--- src/rtl/mem_stream_scheduler.sv ---
// Sequences activation/filter streaming requests from MEM and compute phases on the PE
// across conv layers and K' filter groups. Protocol violations raise a sticky error.
module mem_stream_scheduler #(
   parameter int NUM_LAYERS = 4,
   parameter int MAX_K      = 8,
   parameter int CNT_W      = 32
) (
   input  logic                                   clk,
   input  logic                                   rst,
   input  logic                                   start,
   input  logic [$clog2(NUM_LAYERS+1)-1:0]        num_layers,
   input  logic [NUM_LAYERS*$clog2(MAX_K+1)-1:0]  num_k,
   input  logic                                   stream_input_finish,
   input  logic                                   stream_filter_finish,
   input  logic                                   pe_done,
   output logic                                   req_stream_input_valid,
   output logic                                   req_stream_filter_valid,
   output logic [$clog2(NUM_LAYERS)-1:0]          current_conv_layer,
   output logic [$clog2(MAX_K)-1:0]               current_k,
   output logic                                   busy,
   output logic                                   layer_done,
   output logic                                   all_done,
   output logic                                   error,
   output logic [CNT_W-1:0]                       run_cycles
);

   localparam int LW  = $clog2(NUM_LAYERS+1);
   localparam int KW  = $clog2(MAX_K+1);
   localparam int LIW = $clog2(NUM_LAYERS);
   localparam int KIW = $clog2(MAX_K);

   typedef enum logic [2:0] {
      IDLE, REQ_INPUT, WAIT_INPUT, WAIT_FILTER, REQ_FILTER, COMPUTE, ADVANCE, DONE
   } state_t;

   state_t                      state_q;
   logic [LW-1:0]               nl_q;
   logic [NUM_LAYERS*KW-1:0]    nk_q;
   logic [LIW-1:0]              layer_q;
   logic [KIW-1:0]              k_q;
   logic                        req_in_q, req_f_q, busy_q, layer_done_q, all_done_q, error_q;
   logic [CNT_W-1:0]            run_q, run_d;
   logic                        cfg_bad, stray;
   logic [KW-1:0]               nk_cur;

   always_comb begin
      cfg_bad = (num_layers == '0) || (int'(num_layers) > NUM_LAYERS);
      for (int unsigned i = 0; i < NUM_LAYERS; i++) begin
         if (i < 32'(num_layers) &&
             ((num_k[i*KW +: KW] == '0) || (int'(num_k[i*KW +: KW]) > MAX_K)))
            cfg_bad = 1'b1;
      end
   end

   // Filter finish is legal in WAIT_INPUT only when it lands together with input finish.
   always_comb begin
      stray = (stream_input_finish  && (state_q != WAIT_INPUT)) ||
              (stream_filter_finish && !((state_q == WAIT_FILTER) ||
                                         ((state_q == WAIT_INPUT) && stream_input_finish))) ||
              (pe_done && (state_q != COMPUTE));
   end

   always_comb begin
      run_d = run_q;
      if (busy_q && (run_q != '1))
         run_d = run_q + CNT_W'(1);
   end

   assign nk_cur = nk_q[layer_q*KW +: KW];

   always_ff @(posedge clk) begin
      if (!rst) begin
         state_q      <= IDLE;
         nl_q         <= '0;
         nk_q         <= '0;
         layer_q      <= '0;
         k_q          <= '0;
         req_in_q     <= 1'b0;
         req_f_q      <= 1'b0;
         busy_q       <= 1'b0;
         layer_done_q <= 1'b0;
         all_done_q   <= 1'b0;
         error_q      <= 1'b0;
         run_q        <= '0;
      end else begin
         req_in_q     <= 1'b0;
         req_f_q      <= 1'b0;
         layer_done_q <= 1'b0;
         run_q        <= run_d;
         case (state_q)
            IDLE: begin
               if (start) begin
                  if (cfg_bad) begin
                     error_q <= 1'b1;
                  end else begin
                     nl_q       <= num_layers;
                     nk_q       <= num_k;
                     layer_q    <= '0;
                     k_q        <= '0;
                     all_done_q <= 1'b0;
                     error_q    <= 1'b0;
                     run_q      <= '0;
                     busy_q     <= 1'b1;
                     state_q    <= REQ_INPUT;
                  end
               end
            end
            REQ_INPUT: begin
               req_in_q <= 1'b1;
               state_q  <= WAIT_INPUT;
            end
            WAIT_INPUT: begin
               if (stream_input_finish && stream_filter_finish) state_q <= COMPUTE;
               else if (stream_input_finish)                    state_q <= WAIT_FILTER;
            end
            REQ_FILTER: begin
               req_f_q <= 1'b1;
               state_q <= WAIT_FILTER;
            end
            WAIT_FILTER: if (stream_filter_finish) state_q <= COMPUTE;
            COMPUTE:     if (pe_done)              state_q <= ADVANCE;
            ADVANCE: begin
               if ((KW'(k_q) + KW'(1)) < nk_cur) begin
                  k_q     <= k_q + KIW'(1);
                  state_q <= REQ_FILTER;
               end else if ((LW'(layer_q) + LW'(1)) < nl_q) begin
                  layer_done_q <= 1'b1;
                  k_q          <= '0;
                  layer_q      <= layer_q + LIW'(1);
                  state_q      <= REQ_FILTER;
               end else begin
                  layer_done_q <= 1'b1;
                  all_done_q   <= 1'b1;
                  busy_q       <= 1'b0;
                  state_q      <= DONE;
               end
            end
            DONE:    state_q <= IDLE;
            default: state_q <= IDLE;
         endcase
         if (stray) error_q <= 1'b1;
      end
   end

   assign req_stream_input_valid  = req_in_q;
   assign req_stream_filter_valid = req_f_q;
   assign current_conv_layer      = layer_q;
   assign current_k               = k_q;
   assign busy                    = busy_q;
   assign layer_done              = layer_done_q;
   assign all_done                = all_done_q;
   assign error                   = error_q;
   assign run_cycles              = run_q;

endmodule

--- config.mk ---
export PLATFORM = sky130hd
export DESIGN_NAME = mem_stream_scheduler
export DESIGN_NICKNAME = d
export VERILOG_FILES = /design/src/rtl/mem_stream_scheduler.sv
export SDC_FILE = /design/constraint.sdc
export NUM_CORES = 1
export LEC_CHECK = 0
export ABC_AREA = 0
export BUFFER_PORTS_ARGS = -buffer_cell sky130_fd_sc_hd__buf_2
export CORE_MARGIN = 4
export CORE_UTILIZATION = 50
export CTS_BUF_LIST = sky130_fd_sc_hd__clkbuf_4 sky130_fd_sc_hd__clkbuf_8
export DETAILED_ROUTE_END_ITERATION = 8
export PLACE_DENSITY = 0.82
export SLEW_MARGIN = 10
export SYNTH_ARGS = -nofsm -noshare
export SYNTH_HDL_FRONTEND = slang
export SYNTH_SLANG_ARGS = --single-unit
--- constraint.sdc ---
create_clock -name clk -period 2.7 [get_ports clk]
set_input_delay 0.405 -clock clk [delete_from_list [all_inputs] [get_ports clk]]
set_output_delay 0.405 -clock clk [all_outputs]
set_load 0.05 [all_outputs]
==> metrics.log <==
INFO  metric clkLatencyLatePin = 330 ps
INFO  metric r2r_start = current_k[0]
INFO  metric grt_max_degree = 33
INFO  metric gp_congestion = 0.8443
INFO  metric portBuffers = 67
INFO  metric ir_worst_vdd = 0.3722 mV
INFO  metric die_area = 0.007984 mm²
INFO  metric critical_path.startpoint_type = flop
INFO  metric tritoncts = done
INFO  metric worst_ep_required_time = 2930 ps
INFO  metric drt_pass1_iterations = 4
INFO  metric syn-instance-count = 376
INFO  metric critical_path_origin = current_k[0]
INFO  metric mapped_area = 0.003309 mm²
INFO  metric power_density = 524.5 mW/mm²
INFO  metric place_area = 0.003681 mm²
INFO  metric finalClockSkew = 8.385 ps
INFO  metric timing.hold.worst_path_depth = 3
INFO  metric fin_crit_sh = 93.97%
INFO  metric final-setup-viol-count = 0
INFO  metric stdcell_count = 522
INFO  metric globalRouteOverflowTotal = 0
INFO  metric post_route_cells_drive_above_1_share = 22.70%
INFO  metric detailed_route_via_count = 2923
INFO  metric worst_slew_pin_slew = 497.6 ps
INFO  metric vias_per_cell = 5.600
INFO  metric leakage = 1.583 nW
INFO  metric synth-seq-cells = 65
INFO  metric drt_drc_violations_left = 0
INFO  metric chipHeight = 89.36 µm
INFO  metric post_cts.resized_instances = 0
INFO  metric row_count = 29
INFO  metric ctsLongestPathBuffers = 2
INFO  metric ys.warnings.count = 0
INFO  metric end_kind = flop
INFO  metric slew_viol_final = 0
INFO  metric grt_antenna_before_repair = 0
INFO  metric cts_inserted_buffers = 9
INFO  metric postRouteWirelength = 7450 µm
INFO  metric clock_sink_count = 65
INFO  metric syn_area_per_cell = 8.802 µm²
INFO  metric routed_length_per_placed_instance = 14.27 µm
INFO  metric report.final.hold_viol_count = 0
INFO  metric postCtsHoldBufs = 0
INFO  metric total_power = 2.035 mW
INFO  metric timing.reg2reg.worst_path_depth = 10
INFO  metric core-area = 0.006386 mm²
INFO  metric placedCellCount = 507
INFO  metric slew-limit-headroom = 66.58%
INFO  metric cts_setup_buffers = 0
INFO  metric fin_nets = 474
INFO  metric antenna_left = 0
INFO  metric clock.fmax = 394.1 MHz
INFO  metric clk_transition_reported_paths = 70 ps
INFO  metric syn_to_final_growth = 17.24%
INFO  metric synth_edf_count = 0
INFO  metric max_cap_violations = 0
INFO  metric design.portCount = 68
INFO  metric synth_nets = 409
INFO  metric root_buffer = clkbuf_8
INFO  metric path_max_fanout = 7
INFO  metric grt.total_usage = 20.07%
INFO  metric grt_first_pass_wirelength = 12510 µm
INFO  metric min-delay-path-class = in -> reg
INFO  metric cts-htree-levels = 3
INFO  metric synthFlopType = dfxtp_1
INFO  metric final_cell_area = 0.003880 mm²
INFO  metric critPathArrivalTime = 2770 ps
INFO  metric setup_repair_after_global_routing_missed_its_margin = no
INFO  metric first_global_vias = 2753
INFO  metric n_antenna_cell = 0
INFO  metric outcome = finished, final reports clean
INFO  metric fp.dieW = 89.36 µm
INFO  metric period_needed = 2537 ps
INFO  metric min-delay-start = num_k[0]
INFO  metric fin_tns_setup = 0 ps
INFO  metric synthArstFlopShare = 0%
INFO  metric yosysSeqAreaShare = 39.32%
INFO  metric dp_hpwl = 5330 µm
INFO  metric floorplan.initialDensity = 51.82%
INFO  metric synth_cell_types = 55
INFO  metric initialDrtViolationCount = 208
INFO  metric setup.worst_path.class = reg -> reg
## metrics by stage
step                worst slack (ps)  hold slack [ps]  util (%)
floorplan                      45.50            454.6         -
global placement               306.5            475.8     57.64
detailed placement             214.8            484.9     57.64
CTS                            175.1            312.1     60.76
global route                   5.457            333.3     60.76
finish                         162.7            325.5     60.76
## kinds of logic after synthesis
group,synth area share (%)
simple gates,26.65
flops,39.32
compound gates,9.679
xor+xnor,9.490
buf+inv,3.440
mux,8.393
fa+ha+maj,3.025
## flip-flops by register name (all words and copies together), names as in the netlist, 2 cells and up
| register | flops |
|---|---|
| current_k | 3 |
| nl_q | 3 |
| nk_q | 16 |
| current_conv_layer | 2 |
| run_cycles | 32 |
| state_q | 3 |
## worst max-delay path, cell delays in order, from the launching register on
cell and delay [ps]:
dfxtp_1 380, ha_1 240, nor2b_1 140, or2_2 290
ha_1 320, a21o_1 160, a21oi_1 120, o21ai_1 150
nor2_1 350, nor3_1 100, o21a_1 190
## routing by layer
metal  track usage, %  share of wire (%)  vias to the layer above
met5                0                  0                        -
met4            9.202                1.9                        0
met3            4.424                4.9                       13
met2            31.68                 48                       71
met1            26.14                 45                     1399
li1                 -                  -                     1440
## cell usage in the layout, fill, tap and decap left out, types with 3 or more instances in the layout
cell type / count
clkbuf_8: 11
xor2_1: 17
nand2b_1: 4
nor2b_1: 3
o211ai_1: 3
nand2_1: 26
mux2i_1: 21
nand4_1: 7
a21oi_1: 13
mux4_2: 3
o21ai_0: 9
inv_1: 8
xnor2_1: 17
o22ai_1: 3
and4_1: 9
or3_1: 6
buf_2: 67
dfxtp_1: 64
ha_1: 8
nand3_1: 16
nor2_1: 72
and3_1: 5
nor3_1: 9
## power by group
part           switching, mW  internal, mW  leakage, nW  total, mW
Sequential            0.0304         0.978        0.525       1.01
Combinational          0.118        0.0769        0.952      0.195
Clock                  0.352         0.479        0.106      0.832
Total                  0.501          1.53         1.58       2.04
## Yosys cell counts, types with 2 or more instances
master | count | area share (%)
nand3_1 | 16 | 2.4
buf_2 | 4 | 0.60
and3_1 | 5 | 0.95
dfxtp_1 | 65 | 39
and4_1 | 9 | 2.4
xor2_1 | 17 | 4.5
o22ai_1 | 3 | 0.57
xnor2_1 | 17 | 4.5
mux4_2 | 3 | 2.0
nand2_1 | 26 | 2.9
a31oi_1 | 2 | 0.38
nand4b_1 | 2 | 0.53
clkbuf_1 | 8 | 0.91
nor2_1 | 72 | 8.2
buf_6 | 2 | 0.68
nand4_1 | 7 | 1.3
nor2b_1 | 3 | 0.57
or3_1 | 6 | 1.1
ha_1 | 8 | 3.0
inv_1 | 8 | 0.91
nor3_1 | 9 | 1.4
mux2i_1 | 21 | 6.4
o211ai_1 | 3 | 0.68
and2_1 | 2 | 0.38
nor4_1 | 2 | 0.38
o21ai_1 | 2 | 0.30
nand2b_1 | 4 | 0.76
o21ai_0 | 9 | 1.4
a21oi_1 | 13 | 2.0
o211a_1 | 2 | 0.60
o21a_1 | 2 | 0.45
## cell type report
type / instances / area (µm²)
fill: 552 / 2506
inverter: 9 / 33.78
sequential: 65 / 1303
clock inverter: 3 / 40.04
timing repair buffer: 69 / 350.3
clock buffer: 12 / 158.9
multi-input combinational: 287 / 1898
tap: 77 / 96.34
## path summary, 6_finish.rpt
path                       end  slack (ps)
setup / recovery  current_k[0]         160
hold reg to reg       all_done         500
hold / removal         nk_q[0]         330
setup reg to reg  current_k[0]         160
No activity file was read; power rests on OpenSTA's default activity.
